## config.mk

```make
export PLATFORM = sky130hd
export DESIGN_NAME = bus_cycle_control
export DESIGN_NICKNAME = d
export VERILOG_FILES = /design/src/rtl/bus_cycle_pkg.sv /design/src/rtl/bus_cycle_control_sync_edge.sv /design/src/rtl/bus_cycle_control.sv
export SDC_FILE = /design/constraint.sdc
export NUM_CORES = 1
export LEC_CHECK = 0
export ABC_AREA = 1
export CAP_MARGIN = 10
export CELL_PAD_IN_SITES_DETAIL_PLACEMENT = 1
export CELL_PAD_IN_SITES_GLOBAL_PLACEMENT = 1
export CORE_ASPECT_RATIO = 1.5
export CORE_UTILIZATION = 24
export DETAILED_ROUTE_END_ITERATION = 12
export HOLD_SLACK_MARGIN = 0.08
export PLACE_DENSITY_LB_ADDON = 0.1
export SYNTH_ARGS = -nofsm -noshare
export SYNTH_HDL_FRONTEND = slang
export SYNTH_SLANG_ARGS = --single-unit
```

## constraint.sdc

```tcl
create_clock -name CPUCLK_IN -period 4.7 [get_ports CPUCLK_IN]
set_input_delay 0.94 -clock CPUCLK_IN [delete_from_list [all_inputs] [get_ports CPUCLK_IN]]
set_output_delay 0.94 -clock CPUCLK_IN [all_outputs]
set_load 0.05 [all_outputs]
```

## src/rtl/bus_cycle_pkg.sv

```systemverilog
// Shared types and constants for the 68000 bus-cycle controller.
//   state_t     : controller FSM states
//   ADDR_W      : CPU address width
//   *_DEF       : default parameter values for bus_cycle_control
//   TMO_W       : width of the ready-timeout counter
package bus_cycle_pkg;

    localparam int unsigned ADDR_W      = 24;
    localparam int unsigned NUM_CS_DEF  = 4;
    localparam int unsigned WAIT_W_DEF  = 4;
    localparam int unsigned TIMEOUT_DEF = 64;
    localparam int unsigned TMO_W       = 8;

    typedef enum logic [2:0] {
        ST_IDLE,
        ST_DECODE,
        ST_WAIT,
        ST_RDY,
        ST_STEP,
        ST_ACK,
        ST_ERROR
    } state_t;

endpackage

```

## src/rtl/bus_cycle_control_sync_edge.sv

```systemverilog
// Two-flop synchroniser for an asynchronous input plus a rising-edge pulse.
//   clk    : destination clock
//   rst    : async active-high reset, clears all flops
//   din    : asynchronous input
//   level  : synchronised level (registered)
//   rise_c : one-cycle pulse on a synchronised rising edge (combinational)
module sync_edge (
    input  logic clk,
    input  logic rst,
    input  logic din,
    output logic level,
    output logic rise_c
);

    logic meta;
    logic prev;

    // Synchroniser chain plus one history flop for edge detection
    always_ff @(posedge clk or posedge rst) begin
        if (rst) begin
            meta  <= 1'b0;
            level <= 1'b0;
            prev  <= 1'b0;
        end else begin
            meta  <= din;
            level <= meta;
            prev  <= level;
        end
    end

    assign rise_c = level & ~prev;

endmodule

```

## src/rtl/bus_cycle_control.sv

```systemverilog
// 68000 bus-cycle controller: decodes the address into one of NUM_CS
// chip-select regions, inserts wait states, optionally waits for an external
// ready or a single-step button, then answers with DTACK (or BERR).
//   CPUCLK_IN, RESET_IN            : clock, async active-high reset
//   AS_IN, WR_IN, UDS_IN, LDS_IN   : CPU strobes/direction (active-high)
//   ADDR_IN                        : CPU address
//   STEPEN_IN, STEP_IN             : single-step enable, async step button
//   RDY_IN                         : async ready from slow devices
//   CS_BASE_IN/MASK/WAIT/RO/EXT    : per-region configuration, region i at slice i
//   CS, OE, WE_U, WE_L, DTACK, BERR: registered active-high outputs
module bus_cycle_control
    import bus_cycle_pkg::*;
#(
    parameter int unsigned NUM_CS  = NUM_CS_DEF,
    parameter int unsigned WAIT_W  = WAIT_W_DEF,
    parameter int unsigned TIMEOUT = TIMEOUT_DEF
) (
    input  logic                       CPUCLK_IN,
    input  logic                       RESET_IN,
    input  logic                       AS_IN,
    input  logic                       WR_IN,
    input  logic                       UDS_IN,
    input  logic                       LDS_IN,
    input  logic [ADDR_W-1:0]          ADDR_IN,
    input  logic                       STEPEN_IN,
    input  logic                       STEP_IN,
    input  logic                       RDY_IN,
    input  logic [NUM_CS*ADDR_W-1:0]   CS_BASE_IN,
    input  logic [NUM_CS*ADDR_W-1:0]   CS_MASK_IN,
    input  logic [NUM_CS*WAIT_W-1:0]   CS_WAIT_IN,
    input  logic [NUM_CS-1:0]          CS_RO_IN,
    input  logic [NUM_CS-1:0]          CS_EXT_IN,
    output logic [NUM_CS-1:0]          CS,
    output logic                       OE,
    output logic                       WE_U,
    output logic                       WE_L,
    output logic                       DTACK,
    output logic                       BERR
);

    localparam int unsigned SEL_W = (NUM_CS > 1) ? $clog2(NUM_CS) : 1;

    state_t              state, state_next;
    logic [WAIT_W-1:0]   wcnt, wcnt_next;
    logic [TMO_W-1:0]    tmo, tmo_next;
    logic [SEL_W-1:0]    sel, sel_next;
    logic                ext, ext_next;
    logic                as_low;

    logic                hit, hit_ro, hit_ext;
    logic [SEL_W-1:0]    hit_idx;
    logic [WAIT_W-1:0]   hit_wait;

    logic                cs_act;
    logic [NUM_CS-1:0]   cs_next;
    logic                oe_next, we_u_next, we_l_next, dtack_next, berr_next;

    logic                rdy_lvl;
    logic                rdy_rise_unused;
    logic                step_lvl_unused;
    logic                step_rise;

    // Ready input only matters as a level; its edge pulse is left unused
    sync_edge u_sync_rdy (
        .clk    (CPUCLK_IN),
        .rst    (RESET_IN),
        .din    (RDY_IN),
        .level  (rdy_lvl),
        .rise_c (rdy_rise_unused)
    );

    // Step button only matters as a press (rising edge)
    sync_edge u_sync_step (
        .clk    (CPUCLK_IN),
        .rst    (RESET_IN),
        .din    (STEP_IN),
        .level  (step_lvl_unused),
        .rise_c (step_rise)
    );

    // Address decode: scan downwards so the lowest hitting region wins
    always_comb begin
        hit      = 1'b0;
        hit_idx  = '0;
        hit_ro   = 1'b0;
        hit_ext  = 1'b0;
        hit_wait = '0;
        for (int i = NUM_CS - 1; i >= 0; i--) begin
            if ((ADDR_IN & CS_MASK_IN[i*ADDR_W +: ADDR_W]) ==
                (CS_BASE_IN[i*ADDR_W +: ADDR_W] & CS_MASK_IN[i*ADDR_W +: ADDR_W])) begin
                hit      = 1'b1;
                hit_idx  = SEL_W'(i);
                hit_ro   = CS_RO_IN[i];
                hit_ext  = CS_EXT_IN[i];
                hit_wait = CS_WAIT_IN[i*WAIT_W +: WAIT_W];
            end
        end
    end

    // Next-state, datapath and next-output logic
    always_comb begin
        state_next = state;
        wcnt_next  = wcnt;
        tmo_next   = tmo;
        sel_next   = sel;
        ext_next   = ext;

        case (state)
            ST_IDLE: begin
                // Only a fresh low-to-high strobe starts a cycle
                if (AS_IN && as_low) state_next = ST_DECODE;
            end
            ST_DECODE: begin
                if (!hit || (hit_ro && WR_IN)) begin
                    state_next = ST_ERROR;
                end else begin
                    sel_next   = hit_idx;
                    ext_next   = hit_ext;
                    wcnt_next  = hit_wait;
                    state_next = ST_WAIT;
                end
            end
            ST_WAIT: begin
                if (wcnt == '0) begin
                    if (ext) begin
                        tmo_next   = '0;
                        state_next = ST_RDY;
                    end else if (STEPEN_IN) begin
                        state_next = ST_STEP;
                    end else begin
                        state_next = ST_ACK;
                    end
                end else begin
                    wcnt_next = wcnt - WAIT_W'(1);
                end
            end
            ST_RDY: begin
                if (rdy_lvl) begin
                    state_next = STEPEN_IN ? ST_STEP : ST_ACK;
                end else if (tmo == TMO_W'(TIMEOUT - 1)) begin
                    state_next = ST_ERROR;
                end else if (tmo != '1) begin
                    tmo_next = tmo + TMO_W'(1);
                end
            end
            ST_STEP: begin
                if (!STEPEN_IN || step_rise) state_next = ST_ACK;
            end
            ST_ACK, ST_ERROR: begin
                state_next = state;
            end
            default: state_next = ST_IDLE;
        endcase

        // Strobe withdrawal aborts any cycle in progress
        if (state != ST_IDLE && !AS_IN) state_next = ST_IDLE;

        cs_act     = (state_next == ST_WAIT) || (state_next == ST_RDY) ||
                     (state_next == ST_STEP) || (state_next == ST_ACK);
        cs_next    = cs_act ? (NUM_CS'(1) << sel_next) : '0;
        oe_next    = cs_act && !WR_IN;
        we_u_next  = cs_act && WR_IN && UDS_IN;
        we_l_next  = cs_act && WR_IN && LDS_IN;
        dtack_next = (state_next == ST_ACK);
        berr_next  = (state_next == ST_ERROR);
    end

    // State, datapath and output registers
    always_ff @(posedge CPUCLK_IN or posedge RESET_IN) begin
        if (RESET_IN) begin
            state  <= ST_IDLE;
            wcnt   <= '0;
            tmo    <= '0;
            sel    <= '0;
            ext    <= 1'b0;
            as_low <= 1'b0;
            CS     <= '0;
            OE     <= 1'b0;
            WE_U   <= 1'b0;
            WE_L   <= 1'b0;
            DTACK  <= 1'b0;
            BERR   <= 1'b0;
        end else begin
            state  <= state_next;
            wcnt   <= wcnt_next;
            tmo    <= tmo_next;
            sel    <= sel_next;
            ext    <= ext_next;
            as_low <= !AS_IN;
            CS     <= cs_next;
            OE     <= oe_next;
            WE_U   <= we_u_next;
            WE_L   <= we_l_next;
            DTACK  <= dtack_next;
            BERR   <= berr_next;
        end
    end

endmodule

```

==> flow_summary.json, run 1 <==
{
  "dpl.cell_count": 1071,
  "final_cell_mix": "clkdlybuf4s50_1 (257), nand2_1 (155), nor2_1 (81)",
  "synth_area_sq_um": 3630,
  "io_buffer_count": 257,
  "clock_latency_ns": 0.28,
  "cts_root_buffer": "clkbuf_16",
  "drt_iter0_markers": 96,
  "drv_cap": 0,
  "p_leak_nw": 3.00,
  "yosysUniqueCellTypes": 35,
  "period_needed_ns": 3.21,
  "path_class": "in -> reg",
  "async_reset_ff_share_pct": 100,
  "synth-simple-area-share_pct": 51.2,
  "dieArea_sq_um": 15600,
  "hold_path.class": "reg -> reg",
  "clock_path_buffers": 2,
  "postSynthCellCount": 619,
  "via_per_inst": 4.76,
  "finalSetupViolCount": 0,
  "r2r_slack_ns": 2.30,
  "synthAdderAreaFrac_pct": 0.689,
  "fmax_ghz": 0.311,
  "rsz0062_at_grt": "false",
  "die_y_microns": 153,
  "mostFrequentLayoutCell": "clkdlybuf4s50_1",
  "layout.nets": 1133,
  "antenna_found_initial": 1,
  "synth_top_family_by_area": "simple AND/OR/NAND/NOR gates",
  "cts-resized-gates": 0,
  "numCtsBuffers": 5,
  "ioPinCount": 258,
  "fin_crit_sh_pct": 68.3,
  "core_area_sq_um": 14700,
  "ys.flop_type": "dfrtp_1",
  "setup_total_negative_slack_ns": 0,
  "cts_tree": "built",
  "vdd.ir_drop.worst_mv": 0.208,
  "grt_overflow": 0,
  "ys_warn_count": 0,
  "cp-end-kind": "flip-flop",
  "relSlewSlack_pct": 31.0,
  "cts-hold-fix-buffers": 0,
  "tightest_slew_ns": 1.03,
  "firstDrtPassIters": 5,
  "start_util_pct": 24.8,
  "num_vias": 5141,
  "routedWlPerCell_microns": 16.1,
  "crit_path_start_kind": "primary input",
  "place_congestion": 0.892,
  "fp.dieW_microns": 102,
  "grt_pass1_wl_microns": 26800,
  "drc_errors": 0,
  "muxShareOfSynthArea_pct": 0,
  "status": "completed",
  "ant_nets": 0,
  "synth_seq_area_share_pct": 22.8,
  "area_growth_pct": 82.6,
  "path_max_fanout": 13,
  "hpwlAfterDp_microns": 15900,
  "drive_gt1_share_pct": 5.55,
  "syn_area_per_cell_sq_um": 5.86,
  "grt_pass1_vias": 5689,
  "grt_usage_pct": 22.2,
  "required_ns": 4.90,
  "synthXorXnorAreaFrac_pct": 0.724,
  "final_max_slew_viol_count": 0,
  "p_per_area_nw_per_um2": 237,
  "cts.htree.levels": 2,
  "final.setup_skew_ns": 0.00383,
  "synth-seq-cells": 33,
  "clock-sinks": 33,
  "arrival_ns": 3.41,
  "syn-num-nets": 870,
  "path_clk_slew_ns": 0.06,
  "row_count": 54,
  "finalHoldViolations": 0,
  "finalWirelength_microns": 17400,
  "instances_no_fill": 1080,
  "synth_compound_area_share_pct": 15.7,
  "synth_edf_count": 0,
  "grt_max_degree": 28,
  "post_cts_buffers": 0
}
[Yosys cell counts (4+ instances only)]
master,count,area (sq um)
o21ai_1,8,40.0
nand4_1,8,50.1
or2_1,13,81.3
nand3_1,74,370
nor3_1,11,55.1
inv_2,18,67.6
nor2_1,81,304
nand2_2,6,37.5
dfrtp_1,33,826
a21o_1,8,60.1
nand3b_1,32,240
nand2_1,155,582
nor3_2,4,40.0
o21ai_0,49,245
inv_1,65,244
a21oi_1,25,125
[per-layer routing]
layer	wire length [microns]	global-route usage, %
met5	0	0
met4	714	9.86
met3	1090	4.86
met1	5450	18.3
met2	10200	46.8
[sequential cells by signal, summed over array words and instances, names as in the netlist, 2 cells and up]
name and count:
tmo 8, CS 4, wcnt 4, sel 2, state 3
[report_power, final]
part           switching, mW  internal [mW]  leakage [nW]  total (mW)
sequential            0.0302          0.333         0.435       0.363
combinational          0.451          0.364          2.48       0.815
clock                  0.129          0.264        0.0831       0.393
[critical path, stage by stage]
cell	delay, ns
clkdlybuf4s50_1	0.52
or2_1	0.27
nand3_1	0.06
o21ai_1	0.07
nor2_1	0.16
nand2_1	0.08
nor2_1	0.13
nand2_1	0.25
inv_2	0.13
nor2_1	0.05
nand2_1	0.13
nand2_1	0.08
nand2_2	0.09
nand2_2	0.07
a21oi_4	0.21
nand2_1	0.08
o21ai_1	0.09
[worst paths after layout]
check / start / endpoint / depth (start not counted)
max in group asynchronous: RESET_IN / wcnt[1] / 3
max reg2reg: wcnt[0] / tmo[7] / 13
min in group asynchronous: RESET_IN / tmo[3] / 2
min: u_sync_step.meta / u_sync_step.level / 0
max: ADDR_IN[3] / wcnt[1] / 17
min reg2reg: u_sync_step.meta / u_sync_step.level / 0
[logic make-up after synthesis]
kind of cell / after synthesis
AOI/OAI and AO/OA: 100
xor gates and xnor gates: 3
adders and majority gates: 2
buffers and inverters: 86
DFF: 33
and+or+nand+nor: 395
[per-stage QoR]
step / hold slack (ns) / worst slack, ns / instance area [sq um] / utilization, % / total power [mW]
floorplan: 0.331 / 2.26 / 3630 / - / 0.794
global placement: 0.344 / 1.24 / 6450 / 44.0 / 1.16
detailed placement: 0.348 / 1.12 / 6450 / 44.0 / 1.19
CTS: 0.356 / 1.41 / 6620 / 45.2 / 1.59
global route: 0.360 / 1.14 / 6630 / 45.2 / 1.68
finish: 0.352 / 1.49 / 6630 / 45.2 / 1.57
[cell type report]
type                    instances  area, sq um
flip-flops and latches         33          826
well taps                     196          245
clock inverters                 2         37.5
repair buffers                258         2580
diodes                          1         2.50
inverters                      84          317
clock buffers                   6          139
multi-input cells             500         2480
fillers                      1961         8040
Power figures use the tool's default switching activity.
==> run 2, diff against run 1 <==
--- a/config.mk
+++ b/config.mk
@@ -10,7 +10,7 @@
 export CELL_PAD_IN_SITES_DETAIL_PLACEMENT = 1
 export CELL_PAD_IN_SITES_GLOBAL_PLACEMENT = 1
 export CORE_ASPECT_RATIO = 1.5
-export CORE_UTILIZATION = 24
+export CORE_UTILIZATION = 22
 export DETAILED_ROUTE_END_ITERATION = 12
 export HOLD_SLACK_MARGIN = 0.08
 export PLACE_DENSITY_LB_ADDON = 0.1
==> constraint.sdc (replaced) <==
create_clock -name CPUCLK_IN -period 3.35 [get_ports CPUCLK_IN]
set_input_delay 0.67 -clock CPUCLK_IN [delete_from_list [all_inputs] [get_ports CPUCLK_IN]]
set_output_delay 0.67 -clock CPUCLK_IN [all_outputs]
set_load 0.05 [all_outputs]
==> run 2 against run 1 <==
Critical path depth rose by 3. First-iteration DRC count rose by 15%. Setup slack got worse by 0.97 ns. Via count fell by 1.5%. Sequential power rose by 40%.
==> flow_summary.json, run 2 (synthesized netlist as in run 1, its figures left out) <==
{
  "status": "completed",
  "cts-hold-fix-buffers": 0,
  "grt_max_degree": 34,
  "grt_pass1_vias": 5652,
  "drive_gt1_share_pct": 5.66,
  "finalHoldViolations": 0,
  "holdCritStartpoint": "u_sync_rdy.meta",
  "grt_usage_pct": 20.1,
  "grt_overflow": 0,
  "area_growth_pct": 82.3,
  "fp.dieW_microns": 107,
  "r2r_start": "wcnt[1]",
  "fmax_ghz": 0.353,
  "num_vias": 5063,
  "finalSetupViolCount": 0,
  "fin_crit_sh_pct": 84.6,
  "core_area_sq_um": 16200,
  "firstDrtPassIters": 4,
  "hpwlAfterDp_microns": 15600,
  "finalWirelength_microns": 17000,
  "drv_cap": 0,
  "post_cts_buffers": 0,
  "arrival_ns": 3.05,
  "cts-resized-gates": 0,
  "hold_path.class": "reg -> reg",
  "path_max_fanout": 7,
  "cts.htree.levels": 2,
  "antenna_found_initial": 2,
  "final_cell_mix": "clkdlybuf4s50_1 (257), nand2_1 (155), nor2_1 (81)",
  "largest_reg_flops": 8,
  "final_max_slew_viol_count": 0,
  "path_class": "in -> reg",
  "clock-sinks": 33,
  "place_congestion": 0.832,
  "clock_latency_ns": 0.28,
  "start_util_pct": 22.4,
  "die_y_microns": 159,
  "mostFrequentLayoutCell": "clkdlybuf4s50_1",
  "dpl.cell_count": 1084,
  "rsz0062_at_grt": "false",
  "io_buffer_count": 257,
  "grt_pass1_wl_microns": 26600,
  "drc_errors": 0,
  "ioPinCount": 258,
  "path_clk_slew_ns": 0.05,
  "relSlewSlack_pct": 64.2,
  "p_leak_nw": 2.99,
  "largestRegisters": "tmo (8), CS (4), wcnt (4)",
  "cp-end-kind": "flip-flop",
  "setup_total_negative_slack_ns": 0,
  "top_register": "tmo",
  "via_per_inst": 4.64,
  "required_ns": 3.57,
  "cts_root_buffer": "clkbuf_16",
  "cts_tree": "built",
  "vdd.ir_drop.worst_mv": 0.317,
  "dieArea_sq_um": 17000,
  "tightest_slew_ns": 0.534,
  "instances_no_fill": 1092,
  "numCtsBuffers": 5,
  "clock_path_buffers": 2,
  "layout.nets": 1136,
  "row_count": 57,
  "routedWlPerCell_microns": 15.5,
  "design_power_total_mw": 2.06,
  "p_per_area_nw_per_um2": 312,
  "drt_iter0_markers": 110,
  "crit_path_start_kind": "primary input",
  "ant_nets": 0,
  "cp-startpoint": "ADDR_IN[6]",
  "final.setup_skew_ns": 0.00276,
  "period_needed_ns": 2.83
}
## run 2: changes by cell type in the layout (fill, tap and decap cells not counted), sizes merged
cell      delta
buf          +3
bufinv       -1
clkbuf       -1
clkinv       +1
clkinvlp     -1
diode        +1
## run 2: layout make-up
class,count,area [sq um]
well taps,206,258
diodes,2,5.00
clock buffers,5,125
multi-input cells,500,2480
inverters,84,317
clock inverters,1,5.00
flip-flops and latches,33,826
repair buffers,261,2600
fillers,2075,9570
## run 2: final timing paths
check	end	slack, ns	cells past startpoint
setup / recovery	CS[2]	0.52	20
hold reg to reg	u_sync_rdy.level	0.36	0
max in group asynchronous	tmo[6]	2.24	3
min in group asynchronous	u_sync_step.prev	0.79	3
setup reg to reg	tmo[7]	0.91	13
hold / removal	u_sync_rdy.level	0.36	0
## run 2: power by group
part / internal, mW / switching (mW) / leakage [nW]
logic: 0.511 / 0.618 / 2.49
clock network: 0.265 / 0.160 / 0.0655
registers: 0.467 / 0.0410 / 0.435
total: 1.24 / 0.819 / 2.99
## run 2: per-layer routing
metal / global-route usage [%] / up-vias / wire (microns)
met5: 0 / - / 0
met4: 7.97 / 0 / 548
met3: 4.87 / 30 / 1200
met2: 42.6 / 174 / 9880
met1: 16.8 / 2295 / 5340
li1: - / 2564 / -
## run 2: per-stage QoR
step / util (%) / hold slack (ns) / worst slack, ns / instance area (sq um)
2_1_floorplan: - / 0.331 / 1.18 / 3630
5_1_grt: 40.9 / 0.370 / 0.191 / 6620
4_1_cts: 40.8 / 0.364 / 0.467 / 6610
3_5_place_dp: 40.0 / 0.350 / 0.180 / 6480
6_report: 40.9 / 0.362 / 0.517 / 6620
3_3_place_gp: 40.0 / 0.341 / 0.252 / 6480
## run 2: worst max-delay path, cell delays in order
cell	delay [ns]
clkdlybuf4s50_1	0.54
o21ai_0	0.25
nor2_1	0.08
nor2_1	0.12
nand2_1	0.09
nor2_1	0.14
nand3_2	0.12
clkinv_2	0.13
nand2_1	0.06
nand2_1	0.06
nand2_1	0.05
nand2_1	0.08
nand2_2	0.07
nand3_4	0.11
nand2_1	0.11
o21ai_4	0.10
inv_1	0.06
nor2_1	0.08
nand2_1	0.06
inv_1	0.06
==> run 3, diff against run 2 <==
==> constraint.sdc (replaced) <==
create_clock -name CPUCLK_IN -period 2.9 [get_ports CPUCLK_IN]
set_input_delay 0.58 -clock CPUCLK_IN [delete_from_list [all_inputs] [get_ports CPUCLK_IN]]
set_output_delay 0.58 -clock CPUCLK_IN [all_outputs]
set_load 0.05 [all_outputs]
==> run 3 against run 2 <==
Die area is the same. Setup slack got worse by 0.27 ns. Count of clock-buffer cells in the layout did not move. Register-to-register slack worse by 0.46 ns. Highest routed layer unchanged.
==> flow_summary.json, run 3 (synthesized netlist as in run 1, its figures left out) <==
{
  "final.setup_skew_ns": 0.00709,
  "critical_path_buf_inv_count": 4,
  "relSlewSlack_pct": 62.2,
  "cts-hold-fix-buffers": 0,
  "crit_family": "simple AND/OR/NAND/NOR gates",
  "grt_usage_pct": 20.5,
  "dpl.cell_count": 1094,
  "p_int_mw": 1.45,
  "ant_nets": 0,
  "tightest_slew_ns": 0.564,
  "p_per_area_nw_per_um2": 359,
  "top_usage_layer": "met2",
  "fp.dieW_microns": 107,
  "period_needed_ns": 2.65,
  "via_per_inst": 4.66,
  "use_met1_pct": 17.1,
  "vdd.ir_drop.worst_mv": 0.389,
  "path_cells": "clkdlybuf4s50_1 > o21ai_0 > a21oi_1 > nor3_2 > nand2_1 > nor2_2 > nand2_2 > o21ai_2 > inv_2 > nand2_2 > nand3_4 > o21ai_4 > inv_1 > nor2_1 > nand2_1 > inv_1",
  "place_area_sq_um": 6560,
  "path_max_fanout": 8,
  "hold_path.class": "reg -> reg",
  "status": "completed",
  "fmax_ghz": 0.378,
  "cts.htree.levels": 2,
  "post_cts_buffers": 0,
  "drc_errors": 0,
  "rsz0062_at_grt": "false",
  "crit_path_start_kind": "primary input",
  "core_area_sq_um": 16200,
  "path_clk_slew_ns": 0.06,
  "mostFrequentLayoutCell": "clkdlybuf4s50_1",
  "cts_root_buffer": "clkbuf_16",
  "place_congestion": 0.828,
  "seq_power_share_pct": 24.1,
  "clock_path_buffers": 2,
  "comb_power_share_pct": 54.0,
  "arrival_ns": 2.88,
  "grt_overflow": 0,
  "clock_latency_ns": 0.28,
  "seq_area_sq_um": 826,
  "final_max_slew_viol_count": 0,
  "top_register": "tmo",
  "cts-resized-gates": 0,
  "clkPwrFrac_pct": 21.9,
  "instances_no_fill": 1105,
  "grt_use_met3_pct": 4.95,
  "layout.nets": 1146,
  "cts_tree": "built",
  "cpPeakStageDelay_ns": 0.53,
  "firstDrtPassIters": 4,
  "largest_reg_flops": 8,
  "routedWlPerCell_microns": 15.5,
  "finalHoldViolations": 0,
  "drv_cap": 0,
  "grtUsageMet2_pct": 42.5,
  "setup_total_negative_slack_ns": 0,
  "path_class": "in -> reg",
  "fin_area_sq_um": 6780,
  "switching_share_pct": 40.4,
  "area_growth_pct": 86.8,
  "multi_input_area_sq_um": 2500,
  "clock-sinks": 33,
  "num_vias": 5152,
  "ioPinCount": 258,
  "finalSetupViolCount": 0,
  "grt_pass1_vias": 5792,
  "cp-end-kind": "flip-flop",
  "required_ns": 3.13,
  "io_buffer_count": 257,
  "switchingPower_mw": 0.982,
  "die_y_microns": 159,
  "drt_iter0_markers": 103,
  "slowest_stage": "clkdlybuf4s50_1",
  "numCtsBuffers": 5,
  "whs_ns": 0.356,
  "grt_max_degree": 34,
  "start_util_pct": 22.4,
  "largestRegisters": "tmo (8), CS (4), wcnt (4)",
  "hpwlAfterDp_microns": 15700,
  "fin_crit_sh_pct": 91.3,
  "finalWirelength_microns": 17200,
  "nFillCells": 2063,
  "p_leak_nw": 3.21,
  "row_count": 57,
  "antenna_found_initial": 3,
  "final_cell_mix": "clkdlybuf4s50_1 (239), nand2_1 (155), nor2_1 (76)",
  "design_power_total_mw": 2.43,
  "drive_gt1_share_pct": 7.70,
  "dieArea_sq_um": 17000,
  "grt_pass1_wl_microns": 27200
}
[run 3: worst paths after layout]
kind	start	end	slack, ns	cells after the start
max in group asynchronous	RESET_IN	tmo[3]	1.89	3
min reg2reg	u_sync_rdy.meta	u_sync_rdy.level	0.36	0
min	u_sync_rdy.meta	u_sync_rdy.level	0.36	0
max reg2reg	wcnt[0]	tmo[7]	0.45	13
min in group asynchronous	RESET_IN	u_sync_step.meta	0.68	3
max	ADDR_IN[21]	CS[2]	0.25	16
[run 3: metrics by stage]
| stage | utilization, % | setup slack (ns) |
|---|---|---|
| floorplan | - | 0.820 |
| global placement | 40.5 | -0.0572 |
| detailed placement | 40.5 | -0.186 |
| CTS | 41.4 | 0.101 |
| global route | 41.9 | 0.0129 |
| finish | 41.9 | 0.251 |
[run 3: worst register-to-register path: stages, from the launching register on]
cell and delay (ns):
dfrtp_1 0.36, inv_1 0.11, ha_1 0.21, inv_1 0.06, nor2_1 0.11, nand2_1 0.11
o21ai_0 0.15, nand2_1 0.14, a21oi_1 0.15, nand2_1 0.13, nor3_1 0.30, nand3_1 0.17
o21ai_0 0.17, nor3b_1 0.20
[run 3: layout make-up]
class	count	share of cell area, %
flip-flops and latches	33	12.2
repair buffers	271	40.2
multi-input cells	500	36.9
inverters	84	4.67
clock inverters	3	0.332
diodes	3	0.111
clock buffers	5	1.85
well taps	206	3.80
[run 3: power by group through the flow]
| stage | clock (mW) | combinational (mW) | sequential (mW) |
|---|---|---|---|
| finish | 0.533 | 1.32 | 0.586 |
| global route | 0.557 | 1.47 | 0.596 |
| CTS | 0.543 | 1.33 | 0.588 |
| detailed placement | 0 | 1.32 | 0.597 |
| global placement | 0 | 1.28 | 0.591 |
| floorplan | 0 | 0.611 | 0.675 |
[run 3: metal layers]
| metal | vias up | wire length [microns] |
|---|---|---|
| li1 | 2586 | - |
| met1 | 2375 | 5380 |
| met2 | 161 | 9990 |
| met3 | 30 | 1160 |
| met4 | 0 | 639 |
| met5 | - | 0 |
